### config.mk
export PLATFORM = sky130hd
export DESIGN_NAME = lsu_dmem_master_flat
export DESIGN_NICKNAME = d
export VERILOG_FILES = /design/src/rtl/lsu_dmem_master_if.sv /design/src/rtl/lsu_dmem_master.sv /design/src/flat_wrapper.sv
export SDC_FILE = /design/constraint.sdc
export NUM_CORES = 1
export LEC_CHECK = 0
export BUFFER_PORTS_ARGS = -buffer_cell sky130_fd_sc_hd__buf_2
export CAP_MARGIN = 20
export CORE_MARGIN = 5
export CORE_UTILIZATION = 49
export CTS_BUF_LIST = sky130_fd_sc_hd__clkbuf_16
export CTS_CLUSTER_SIZE = 10
export DETAILED_ROUTE_END_ITERATION = 10
export GPL_TIMING_DRIVEN = 1
export PLACE_DENSITY = 0.88
export SLEW_MARGIN = 5
export SYNTH_ARGS = -nofsm -noshare
export SYNTH_HDL_FRONTEND = slang
export SYNTH_SLANG_ARGS = --single-unit
### constraint.sdc
create_clock -name clk -period 2.7 [get_ports clk]
set_input_delay 0.135 -clock clk [delete_from_list [all_inputs] [get_ports clk]]
set_output_delay 0.135 -clock clk [all_outputs]
set_load 0.01 [all_outputs]
### src/rtl/lsu_dmem_master_if.sv
//------------------------------------------------------------------------------
// Module : lsu_dmem_master_if
// Brief  : MEM-stage request/response and data-RAM port bundle for the LSU.
// Rev    : 1.0 - initial release
//------------------------------------------------------------------------------
`default_nettype none

interface lsu_dmem_master_if;
  logic        req_valid;
  logic        req_ready;
  logic        req_store;
  logic [2:0]  req_funct3;
  logic [31:0] req_addr;
  logic [31:0] req_wdata;
  logic        rsp_valid;
  logic [31:0] rsp_data;
  logic        rsp_err;
  logic [31:0] mem_addr;
  logic        mem_wen;
  logic [31:0] mem_wdata;
  logic [31:0] mem_rdata;

  modport master (
    input  req_valid, req_store, req_funct3, req_addr, req_wdata, mem_rdata,
    output req_ready, rsp_valid, rsp_data, rsp_err, mem_addr, mem_wen, mem_wdata
  );

  modport slave (
    output req_valid, req_store, req_funct3, req_addr, req_wdata, mem_rdata,
    input  req_ready, rsp_valid, rsp_data, rsp_err, mem_addr, mem_wen, mem_wdata
  );
endinterface

`default_nettype wire

### src/rtl/lsu_dmem_master.sv
//------------------------------------------------------------------------------
// Module : lsu_dmem_master
// Brief  : RV32I load/store unit driving a word-wide, single-write-enable RAM.
// Rev    : 1.0 - initial release
//------------------------------------------------------------------------------
`default_nettype none

module lsu_dmem_master #(
  parameter int DEPTH = 4096
) (
  input  logic                      clk,
  input  logic                      rst_n,
  lsu_dmem_master_if.master         io_dmem
);

  localparam logic [31:0] c_depth = 32'(DEPTH);

  typedef enum logic [2:0] {
    ST_IDLE     = 3'd0,
    ST_RD_ISSUE = 3'd1,
    ST_RD_WAIT  = 3'd2,
    ST_WR_ISSUE = 3'd3,
    ST_RESP     = 3'd4
  } state_t;

  state_t      r_state;
  state_t      w_state_nxt;

  logic        r_store;
  logic [2:0]  r_funct3;
  logic [1:0]  r_addr_lo;
  logic [15:0] r_wdata_lo;

  logic [31:0] r_mem_addr;
  logic        r_mem_wen;
  logic [31:0] r_mem_wdata;
  logic        r_rsp_valid;
  logic [31:0] r_rsp_data;
  logic        r_rsp_err;

  logic [31:0] w_mem_addr_nxt;
  logic        w_mem_wen_nxt;
  logic [31:0] w_mem_wdata_nxt;
  logic        w_rsp_valid_nxt;
  logic [31:0] w_rsp_data_nxt;
  logic        w_rsp_err_nxt;

  logic        w_accept;
  logic        w_f3_ok;
  logic        w_misalign;
  logic        w_range_err;
  logic        w_req_err;
  logic [7:0]  w_byte;
  logic [15:0] w_half;
  logic [31:0] w_load_data;
  logic [3:0]  w_lane_mask;
  logic [31:0] w_wdata_rep;
  logic [31:0] w_merged;

  assign w_accept = (r_state == ST_IDLE) && io_dmem.req_valid;

  // Request qualification, evaluated on the incoming (unlatched) request
  always_comb begin
    w_f3_ok = 1'b0;
    if (io_dmem.req_store) begin
      w_f3_ok = io_dmem.req_funct3 inside {3'b000, 3'b001, 3'b010};
    end else begin
      w_f3_ok = io_dmem.req_funct3 inside {3'b000, 3'b001, 3'b010, 3'b100, 3'b101};
    end
  end

  assign w_misalign  = ((io_dmem.req_funct3[1:0] == 2'b01) && io_dmem.req_addr[0]) ||
                       ((io_dmem.req_funct3[1:0] == 2'b10) && (io_dmem.req_addr[1:0] != 2'b00));
  assign w_range_err = {2'b00, io_dmem.req_addr[31:2]} >= c_depth;
  assign w_req_err   = !w_f3_ok || w_misalign || w_range_err;

  // Load lane extraction and extension
  always_comb begin
    w_byte = io_dmem.mem_rdata[7:0];
    case (r_addr_lo)
      2'd0:    w_byte = io_dmem.mem_rdata[7:0];
      2'd1:    w_byte = io_dmem.mem_rdata[15:8];
      2'd2:    w_byte = io_dmem.mem_rdata[23:16];
      default: w_byte = io_dmem.mem_rdata[31:24];
    endcase
    w_half = r_addr_lo[1] ? io_dmem.mem_rdata[31:16] : io_dmem.mem_rdata[15:0];
    case (r_funct3)
      3'b000:  w_load_data = {{24{w_byte[7]}}, w_byte};
      3'b001:  w_load_data = {{16{w_half[15]}}, w_half};
      3'b100:  w_load_data = {24'd0, w_byte};
      3'b101:  w_load_data = {16'd0, w_half};
      default: w_load_data = io_dmem.mem_rdata;
    endcase
  end

  // Sub-word store merge: replicate the new data across lanes, then pick per byte
  assign w_lane_mask = (r_funct3[1:0] == 2'b00) ? (4'b0001 << r_addr_lo)
                                                 : (r_addr_lo[1] ? 4'b1100 : 4'b0011);
  assign w_wdata_rep = r_funct3[0] ? {2{r_wdata_lo}} : {4{r_wdata_lo[7:0]}};

  for (genvar gi = 0; gi < 4; gi++) begin : g_merge
    assign w_merged[8*gi +: 8] = w_lane_mask[gi] ? w_wdata_rep[8*gi +: 8]
                                                 : io_dmem.mem_rdata[8*gi +: 8];
  end

  always_comb begin
    w_state_nxt     = r_state;
    w_mem_addr_nxt  = r_mem_addr;
    w_mem_wen_nxt   = 1'b0;
    w_mem_wdata_nxt = r_mem_wdata;
    w_rsp_valid_nxt = 1'b0;
    w_rsp_data_nxt  = 32'd0;
    w_rsp_err_nxt   = 1'b0;
    case (r_state)
      ST_IDLE: begin
        if (io_dmem.req_valid) begin
          if (w_req_err) begin
            w_state_nxt     = ST_RESP;
            w_rsp_valid_nxt = 1'b1;
            w_rsp_err_nxt   = 1'b1;
          end else begin
            w_mem_addr_nxt = {io_dmem.req_addr[31:2], 2'b00};
            if (io_dmem.req_store && (io_dmem.req_funct3 == 3'b010)) begin
              w_state_nxt     = ST_WR_ISSUE;
              w_mem_wen_nxt   = 1'b1;
              w_mem_wdata_nxt = io_dmem.req_wdata;
            end else begin
              w_state_nxt = ST_RD_ISSUE;
            end
          end
        end
      end
      ST_RD_ISSUE: w_state_nxt = ST_RD_WAIT;
      ST_RD_WAIT: begin
        if (r_store) begin
          w_state_nxt     = ST_WR_ISSUE;
          w_mem_wen_nxt   = 1'b1;
          w_mem_wdata_nxt = w_merged;
        end else begin
          w_state_nxt     = ST_IDLE;
          w_rsp_valid_nxt = 1'b1;
          w_rsp_data_nxt  = w_load_data;
        end
      end
      ST_WR_ISSUE: begin
        w_state_nxt     = ST_IDLE;
        w_rsp_valid_nxt = 1'b1;
      end
      ST_RESP: w_state_nxt = ST_IDLE;
      default: w_state_nxt = ST_IDLE;
    endcase
  end

  always_ff @(posedge clk) begin
    if (!rst_n) begin
      r_state     <= ST_IDLE;
      r_store     <= 1'b0;
      r_funct3    <= 3'd0;
      r_addr_lo   <= 2'd0;
      r_wdata_lo  <= 16'd0;
      r_mem_addr  <= 32'd0;
      r_mem_wen   <= 1'b0;
      r_mem_wdata <= 32'd0;
      r_rsp_valid <= 1'b0;
      r_rsp_data  <= 32'd0;
      r_rsp_err   <= 1'b0;
    end else begin
      r_state     <= w_state_nxt;
      r_mem_addr  <= w_mem_addr_nxt;
      r_mem_wen   <= w_mem_wen_nxt;
      r_mem_wdata <= w_mem_wdata_nxt;
      r_rsp_valid <= w_rsp_valid_nxt;
      r_rsp_data  <= w_rsp_data_nxt;
      r_rsp_err   <= w_rsp_err_nxt;
      if (w_accept) begin
        r_store    <= io_dmem.req_store;
        r_funct3   <= io_dmem.req_funct3;
        r_addr_lo  <= io_dmem.req_addr[1:0];
        r_wdata_lo <= io_dmem.req_wdata[15:0];
      end
    end
  end

  assign io_dmem.req_ready = (r_state == ST_IDLE);
  assign io_dmem.mem_addr  = r_mem_addr;
  assign io_dmem.mem_wen   = r_mem_wen;
  assign io_dmem.mem_wdata = r_mem_wdata;
  assign io_dmem.rsp_valid = r_rsp_valid;
  assign io_dmem.rsp_data  = r_rsp_data;
  assign io_dmem.rsp_err   = r_rsp_err;

endmodule

`default_nettype wire

### src/flat_wrapper.sv
// flat-port wrapper written by rule: the top's interface ports become plain ports
module lsu_dmem_master_flat 
#(
  parameter int DEPTH = 4096
)
  (clk, rst_n, io_dmem_req_valid, io_dmem_req_store, io_dmem_req_funct3, io_dmem_req_addr, io_dmem_req_wdata, io_dmem_mem_rdata, io_dmem_req_ready, io_dmem_rsp_valid, io_dmem_rsp_data, io_dmem_rsp_err, io_dmem_mem_addr, io_dmem_mem_wen, io_dmem_mem_wdata);
  lsu_dmem_master_if io_dmem_i ();
  input  logic clk;
  input  logic rst_n;
  input wire logic [$bits(io_dmem_i.req_valid)-1:0] io_dmem_req_valid;
  input wire logic [$bits(io_dmem_i.req_store)-1:0] io_dmem_req_store;
  input wire logic [$bits(io_dmem_i.req_funct3)-1:0] io_dmem_req_funct3;
  input wire logic [$bits(io_dmem_i.req_addr)-1:0] io_dmem_req_addr;
  input wire logic [$bits(io_dmem_i.req_wdata)-1:0] io_dmem_req_wdata;
  input wire logic [$bits(io_dmem_i.mem_rdata)-1:0] io_dmem_mem_rdata;
  output wire logic [$bits(io_dmem_i.req_ready)-1:0] io_dmem_req_ready;
  output wire logic [$bits(io_dmem_i.rsp_valid)-1:0] io_dmem_rsp_valid;
  output wire logic [$bits(io_dmem_i.rsp_data)-1:0] io_dmem_rsp_data;
  output wire logic [$bits(io_dmem_i.rsp_err)-1:0] io_dmem_rsp_err;
  output wire logic [$bits(io_dmem_i.mem_addr)-1:0] io_dmem_mem_addr;
  output wire logic [$bits(io_dmem_i.mem_wen)-1:0] io_dmem_mem_wen;
  output wire logic [$bits(io_dmem_i.mem_wdata)-1:0] io_dmem_mem_wdata;
  assign io_dmem_i.req_valid = io_dmem_req_valid;
  assign io_dmem_i.req_store = io_dmem_req_store;
  assign io_dmem_i.req_funct3 = io_dmem_req_funct3;
  assign io_dmem_i.req_addr = io_dmem_req_addr;
  assign io_dmem_i.req_wdata = io_dmem_req_wdata;
  assign io_dmem_i.mem_rdata = io_dmem_mem_rdata;
  assign io_dmem_req_ready = io_dmem_i.req_ready;
  assign io_dmem_rsp_valid = io_dmem_i.rsp_valid;
  assign io_dmem_rsp_data = io_dmem_i.rsp_data;
  assign io_dmem_rsp_err = io_dmem_i.rsp_err;
  assign io_dmem_mem_addr = io_dmem_i.mem_addr;
  assign io_dmem_mem_wen = io_dmem_i.mem_wen;
  assign io_dmem_mem_wdata = io_dmem_i.mem_wdata;
  lsu_dmem_master #(.DEPTH(DEPTH)) u_core (.clk(clk), .rst_n(rst_n), .io_dmem(io_dmem_i));
endmodule
==> results of run 1 <==
## tightest hold or removal path, delay by kind of cell
| kind | cells | cell delay, ps |
|---|---|---|
| compound gates | 1 | 60 |
| buf+inv | 1 | 110 |
| simple gates | 1 | 50 |
## path summary, 6_finish.rpt
kind / from / to / slack [ps] / cells after the start
worst min-delay path: io_dmem_req_wdata[8] / u_core.r_wdata_lo[8] / 0.2 / 3
worst max register to register: u_core.r_state[1] / u_core.io_dmem.mem_wdata[8] / 540 / 5
worst min register to register: u_core.io_dmem.mem_addr[23] / u_core.io_dmem.mem_addr[23] / 450 / 1
worst max-delay path: u_core.r_state[1] / u_core.io_dmem.mem_wdata[8] / 540 / 5
## timing repair
item | 4_1_cts | 5_1_grt
setup endpoints to repair | 0 | 0
hold endpoints to repair | 20 | 0
hold buffers | 20 | 0
## per-stage QoR
stage / total power, mW / util / worst slack [ps] / area (um2)
final: 4.52 / 0.670 / 544 / 7240
after global routing: 4.64 / 0.670 / 372 / 7240
after CTS: 4.51 / 0.670 / 579 / 7230
after detailed placement: 2.26 / 0.597 / 647 / 6450
after global placement: 2.26 / 0.597 / 742 / 6450
after floorplan: 2.10 / - / 824 / 5360
## area by class of cell
| cell class | count | share of cell area |
|---|---|---|
| clock inverters | 15 | 0.0221 |
| diodes | 1 | 0.000346 |
| repair buffers | 234 | 0.182 |
| inverters | 9 | 0.00467 |
| flip-flops and latches | 122 | 0.338 |
| clock buffers | 17 | 0.0588 |
| multi-input cells | 431 | 0.370 |
| well taps | 140 | 0.0242 |
## power breakdown
part / switching [mW] / internal [mW]
Clock: 0.818 / 1.43
Combinational: 0.240 / 0.176
Sequential: 0.0277 / 1.82
## synthesized netlist by cell type (all sizes together) (13+ instances only)
| cell | count |
|---|---|
| and2 | 20 |
| a221o | 16 |
| clkbuf | 36 |
| a21oi | 21 |
| nand2 | 137 |
| dfxtp | 122 |
| a21boi | 22 |
| o21ai | 26 |
| buf | 13 |
| nor2b | 13 |
| nor4 | 14 |
| nor3 | 20 |
| mux2i | 61 |
| nor2 | 16 |
## flip-flops by register name (all words and copies together), names as in the netlist
register and flops:
u_core.r_funct3 3, u_core.io_dmem.mem_wdata 32, u_core.r_addr_lo 2, u_core.r_store 1
u_core.io_dmem.rsp_err 1, u_core.io_dmem.rsp_valid 1, u_core.io_dmem.rsp_data 32, u_core.io_dmem.mem_wen 1
u_core.r_state 3, u_core.r_wdata_lo 16, u_core.io_dmem.mem_addr 30
## routing by layer
layer,track usage,up-vias,share of wire
li1,-,2548,-
met1,0.319,2516,0.39
met2,0.421,290,0.47
met3,0.0724,75,0.088
met4,0.149,2,0.050
met5,0,-,0.00051
## cell usage in the layout, fill, tap and decap left out, types with 11 or more instances in the layout
| cell type | Yosys | routed |
|---|---|---|
| clkbuf_16 | 0 | 17 |
| a21boi_0 | 22 | 22 |
| o21ai_0 | 26 | 26 |
| a21oi_1 | 21 | 21 |
| nor2_1 | 16 | 16 |
| mux2i_1 | 61 | 61 |
| nand2_1 | 135 | 135 |
| a221o_1 | 16 | 16 |
| nor4_1 | 13 | 13 |
| dfxtp_1 | 122 | 122 |
| buf_2 | 9 | 200 |
| and2_1 | 19 | 19 |
| nor2b_1 | 12 | 12 |
| nor3_1 | 17 | 17 |
| buf_4 | 2 | 13 |
| inv_1 | 9 | 11 |
| dlygate4sd3_1 | 0 | 20 |
## cells by family (layout without fill, tap and decap cells)
logic type / Yosys count / in the layout / share of synthesized area
mux: 62 / 62 / 0.116
flops: 122 / 122 / 0.456
other cells: 1 / 3 / 0.000700
simple gates: 242 / 242 / 0.216
buf+inv: 58 / 275 / 0.0456
compound gates: 125 / 125 / 0.165
==> results_dict.tcl, run 1 <==
set metrics [dict create \
    status "finished clean" \
    maximum_count_of_clock_buffers_along_a_single_path 2 \
    numPortBuffers 200 \
    synthesis.area_per_instance_um2 8.78 \
    max_stage_delay_ps 790 \
    finalClockSkew_ps 13.3 \
    path_cells "or3b_1 > nor4_1 > a221o_1 > nand2_1 > mux2i_1" \
    cp.required_ps 3040 \
    final_layout_size_suffix_gt1_frac 0.318 \
    slew_viol_final 0 \
    setup_viol_count_final 0 \
    initialDrtViolationCount 566 \
    power_density_nw_per_um2 624 \
    max-vdd-ir-drop_mv 0.417 \
    dr_total_vias 5431 \
    cts_setup_buffers 0 \
    postSynthRegisterBits 122 \
    die_area_um2 13100 \
    worst-path-buf-inv 0 \
    whs_ps 0.234 \
    share_of_the_clock_period_used_by_the_worst_path 0.798 \
    grt_pass1_vias 5175 \
    cellLeakagePower_nw 3.42 \
    worst_case_headroom_to_the_max_slew_limit 0.345 \
    synth-warning-count 0 \
    initial_core_util 0.496 \
    multi_input_area_um2 2680 \
    detail_route.drc_violations 0 \
    synth-seq-area-share 0.456 \
    netlist.area_leader.share 0.456 \
    worst_path_dominant_cell_family "simple AND/OR/NAND/NOR gates" \
    cp_slowest_cell "or3b_1" \
    core.rowCount 38 \
    antenna_violations_before_repair 2 \
    post-dp-hpwl_mm 12.3 \
    worstSetupStartpointType "flop" \
    crit_fanout 32 \
    rsz0062_at_grt "no" \
    hold_violations 0 \
    cts.clk_slew.worst_paths_ps 50 \
    layout.cells.non_filler 969 \
    io_pins 203 \
    fp.coreArea_um2 10800 \
    ctsHtreeMaxLevel 4 \
    resized_gates_after_cts 0 \
    post_synth_instance_area_um2 5360 \
    grt_pass1_wl_mm 26.8 \
    number_of_buffers_created_by_cts 17 \
    place_inst 916 \
    grt_remaining_overflow 0 \
    register_area_um2 2440 \
    synth_area_leaders "dfxtp_1 46%, mux2i_1 11%, nand2_1 9.5%, a21boi_0 3.1%, a221o_1 3.0%" \
    synth_cells 610 \
    drt-pass1-iter-count 5 \
    fin_setup_tns_ps 0 \
    worstMarginPinSlew_ps 983 \
    area_leader_netlist "dfxtp_1" \
    die_height_um 115 \
    hold_path.class "in -> reg" \
    setup.worst_path.class "reg -> reg" \
    layout_min_cycle_time_ps 2160 \
    antenna_violation_net_count_after_detailed_routing 0 \
    timing.fmax_mhz 464 \
    root_buf_cell "clkbuf_16" \
    groute.usage.overall 0.264 \
    route.detailed.wl_per_inst_um 18.2 \
    chipWidth_um 115 \
    routed_wirelength_mm 17.7 \
    layout-area-overhead-vs-synth_pct 35.1 \
    cts_tree "built" \
    maxCapViolCount 0 \
    grt_max_degree 104 \
    fillCellCount 815 \
    synthDistinctLibCells 48 \
    nNetsFinal 918 \
    ys_async_rst_share 0 \
    tritoncts_num_sinks 122 \
    synth_ff_type "dfxtp_1" \
    detailed_route_vias_per_instance 5.60 \
    clock_latency_on_the_worst_skew_pair_ps 420 \
    gp_congestion 0.915 \
    worstPathArrival_ps 2500 \
    count_of_flip_flops_with_a_built_in_enable_after_synthesis 0 \
    crit_path_end_kind "flop" \
]
No activity file was read; power rests on OpenSTA's default activity.
==> inputs of run 2 (changes only) <==
--- a/config.mk
+++ b/config.mk
@@ -8,12 +8,12 @@
 export BUFFER_PORTS_ARGS = -buffer_cell sky130_fd_sc_hd__buf_2
 export CAP_MARGIN = 20
 export CORE_MARGIN = 5
-export CORE_UTILIZATION = 49
+export CORE_UTILIZATION = 44
 export CTS_BUF_LIST = sky130_fd_sc_hd__clkbuf_16
 export CTS_CLUSTER_SIZE = 10
 export DETAILED_ROUTE_END_ITERATION = 10
 export GPL_TIMING_DRIVEN = 1
-export PLACE_DENSITY = 0.88
+export PLACE_DENSITY = 0.84
 export SLEW_MARGIN = 5
 export SYNTH_ARGS = -nofsm -noshare
 export SYNTH_HDL_FRONTEND = slang
==> constraint.sdc (replaced) <==
create_clock -name clk -period 1.95 [get_ports clk]
set_input_delay 0.0975 -clock clk [delete_from_list [all_inputs] [get_ports clk]]
set_output_delay 0.0975 -clock clk [all_outputs]
set_load 0.01 [all_outputs]
==> results_dict.tcl, run 2 (synthesis gave the netlist of run 1 again) <==
set metrics [dict create \
    maxCapViolCount 0 \
    hold_violations 0 \
    cp.required_ps 2280 \
    worstMarginPinSlew_ps 544 \
    crit_path_end_kind "flop" \
    hold_path.class "in -> reg" \
    max_stage_delay_ps 460 \
    layout-area-overhead-vs-synth_pct 44.7 \
    cts_tree "built" \
    worstPathArrival_ps 2160 \
    die_height_um 120 \
    post-route-worst-setup-slack_ps 122 \
    routed_wirelength_mm 17.8 \
    min_delay_path_depth 3 \
    rr_startpoint "u_core.r_funct3[0]" \
    fp.coreArea_um2 12000 \
    hold_path_startpoint "io_dmem_mem_rdata[4]" \
    route.detailed.wl_per_inst_um 17.3 \
    power_density_nw_per_um2 789 \
    worst_r2r_path_depth 7 \
    grt_pass1_wl_mm 28.0 \
    core.rowCount 40 \
    clock_latency_on_the_worst_skew_pair_ps 420 \
    final_common_cell "buf_2" \
    ctsHtreeMaxLevel 4 \
    detailed_route_vias_per_instance 5.31 \
    cellLeakagePower_nw 3.64 \
    io_pins 203 \
    cts.clk_slew.worst_paths_ps 50 \
    detail_route.drc_violations 0 \
    post-dp-hpwl_mm 12.6 \
    worst_case_headroom_to_the_max_slew_limit 0.638 \
    use_met3 0.0898 \
    antenna_violations_before_repair 0 \
    global_route.peak_usage_layer "met2" \
    met2_usage 0.420 \
    tritoncts_num_sinks 122 \
    crit_fanout 16 \
    chipWidth_um 120 \
    worst_path_dominant_cell_family "buffers and inverters" \
    cts_setup_buffers 0 \
    grt_pass1_vias 5416 \
    worst-path-buf-inv 2 \
    regToRegEndpoint "u_core.io_dmem.mem_wdata[26]" \
    worstSetupStartpointType "flop" \
    groute.layer.met1.usage 0.279 \
    fin_setup_tns_ps 0 \
    numPortBuffers 200 \
    final_layout_size_suffix_gt1_frac 0.310 \
    setup_viol_count_final 0 \
    initial_core_util 0.448 \
    initialDrtViolationCount 457 \
    layout_min_cycle_time_ps 1830 \
    n_antenna_cell 0 \
    dpl_worst_slack_ps 173 \
    slew_viol_final 0 \
    whs_ps 7.64 \
    rsz0062_at_grt "no" \
    grt_remaining_overflow 0 \
    groute.usage.overall 0.248 \
    worstHoldEndpoint "u_core.io_dmem.rsp_data[4]" \
    status "finished clean" \
    setup.reg_to_reg.worst_slack_ps 120 \
    most_used_cell_along_the_critical_path "buf_4" \
    gp_congestion 0.928 \
    path_cells "buf_4 > o31ai_2 > buf_4 > nor3_1 > a221o_1 > nand2_1 > mux2i_1" \
    number_of_buffers_created_by_cts 17 \
    die_area_um2 14500 \
    nNetsFinal 971 \
    drt-pass1-iter-count 5 \
    max-vdd-ir-drop_mv 0.610 \
    grt_max_degree 33 \
    maximum_count_of_clock_buffers_along_a_single_path 2 \
    dr_total_vias 5453 \
    share_of_the_clock_period_used_by_the_worst_path 0.937 \
    finalClockSkew_ps 12.6 \
    antenna_violation_net_count_after_detailed_routing 0 \
    setup.worst_path.class "reg -> reg" \
    timing.fmax_mhz 547 \
    cp_slowest_cell "dfxtp_1" \
    root_buf_cell "clkbuf_16" \
    layout.cells.most_common_list "200 x buf_2, 135 x nand2_1, 122 x dfxtp_1" \
]
==> run 2: changes by cell type in the layout (fill, tap and decap cells not counted), sizes merged <==
cell	previous run	this run
buf	214	229
bufinv	3	2
clkinv	9	7
clkinvlp	1	2
diode	1	0
dlygate4sd3	20	58
inv	11	12
==> run 2: final cells by class <==
| type | instances | area [um2] |
|---|---|---|
| Clock inverter | 14 | 116 |
| Timing Repair Buffer | 287 | 1860 |
| Multi-Input combinational cell | 431 | 2680 |
| Inverter | 9 | 33.8 |
| Clock buffer | 17 | 425 |
| Tap cell | 147 | 184 |
| Fill cell | 948 | 4210 |
| Sequential cell | 122 | 2440 |
==> run 2: worst max path at each step <==
stage / startpoint / to / slack [ps] / depth (start not counted)
floorplan: u_core.r_addr_lo[1] / u_core.io_dmem.rsp_data[21] / 70 / 5
global placement: u_core.r_state[0] / u_core.io_dmem.rsp_data[12] / 190 / 5
detailed placement: u_core.r_state[0] / u_core.io_dmem.rsp_data[15] / 170 / 5
CTS: u_core.r_state[0] / u_core.io_dmem.rsp_data[15] / 110 / 5
global route: u_core.r_funct3[0] / u_core.io_dmem.mem_wdata[26] / 9 / 7
finish: u_core.r_funct3[0] / u_core.io_dmem.mem_wdata[26] / 120 / 7
==> run 2: worst register-to-register path, delay by kind of cell (launching register included) <==
family / cells / cell delay (ps)
muxes: 1 / 180
AOI/OAI and AO/OA: 2 / 270
and+or+nand+nor: 2 / 360
buffers and inverters: 2 / 480
DFF: 1 / 460
==> run 2: where the power goes <==
part           switching [mW]  total [mW]  internal (mW)
Clock                    1.07        2.89           1.82
Combinational           0.348       0.659          0.311
Sequential             0.0332        2.56           2.53
==> run 2: per-layer routing <==
layer / vias up / routed length (um)
met4: 0 / 733
li1: 2644 / -
met2: 314 / 8440
met1: 2447 / 6770
met3: 48 / 1840
met5: - / 0
==> run 2: stage by stage <==
step           instances  instance area (um2)  utilization  total power, mW
6_report            1027                 7750        0.648             6.11
5_1_grt             1027                 7750        0.648             6.32
4_1_cts             1027                 7740        0.647             6.13
3_5_place_dp         938                 6620        0.553             3.16
3_3_place_gp         938                 6620        0.553             3.15
2_1_floorplan        611                 5360            -             2.90
==> run 2: timing repair <==
item,CTS,global route
setup endpoints to repair,0,1
hold buffers,58,0
gates resized for setup,0,1
endpoints found under the hold margin,58,0
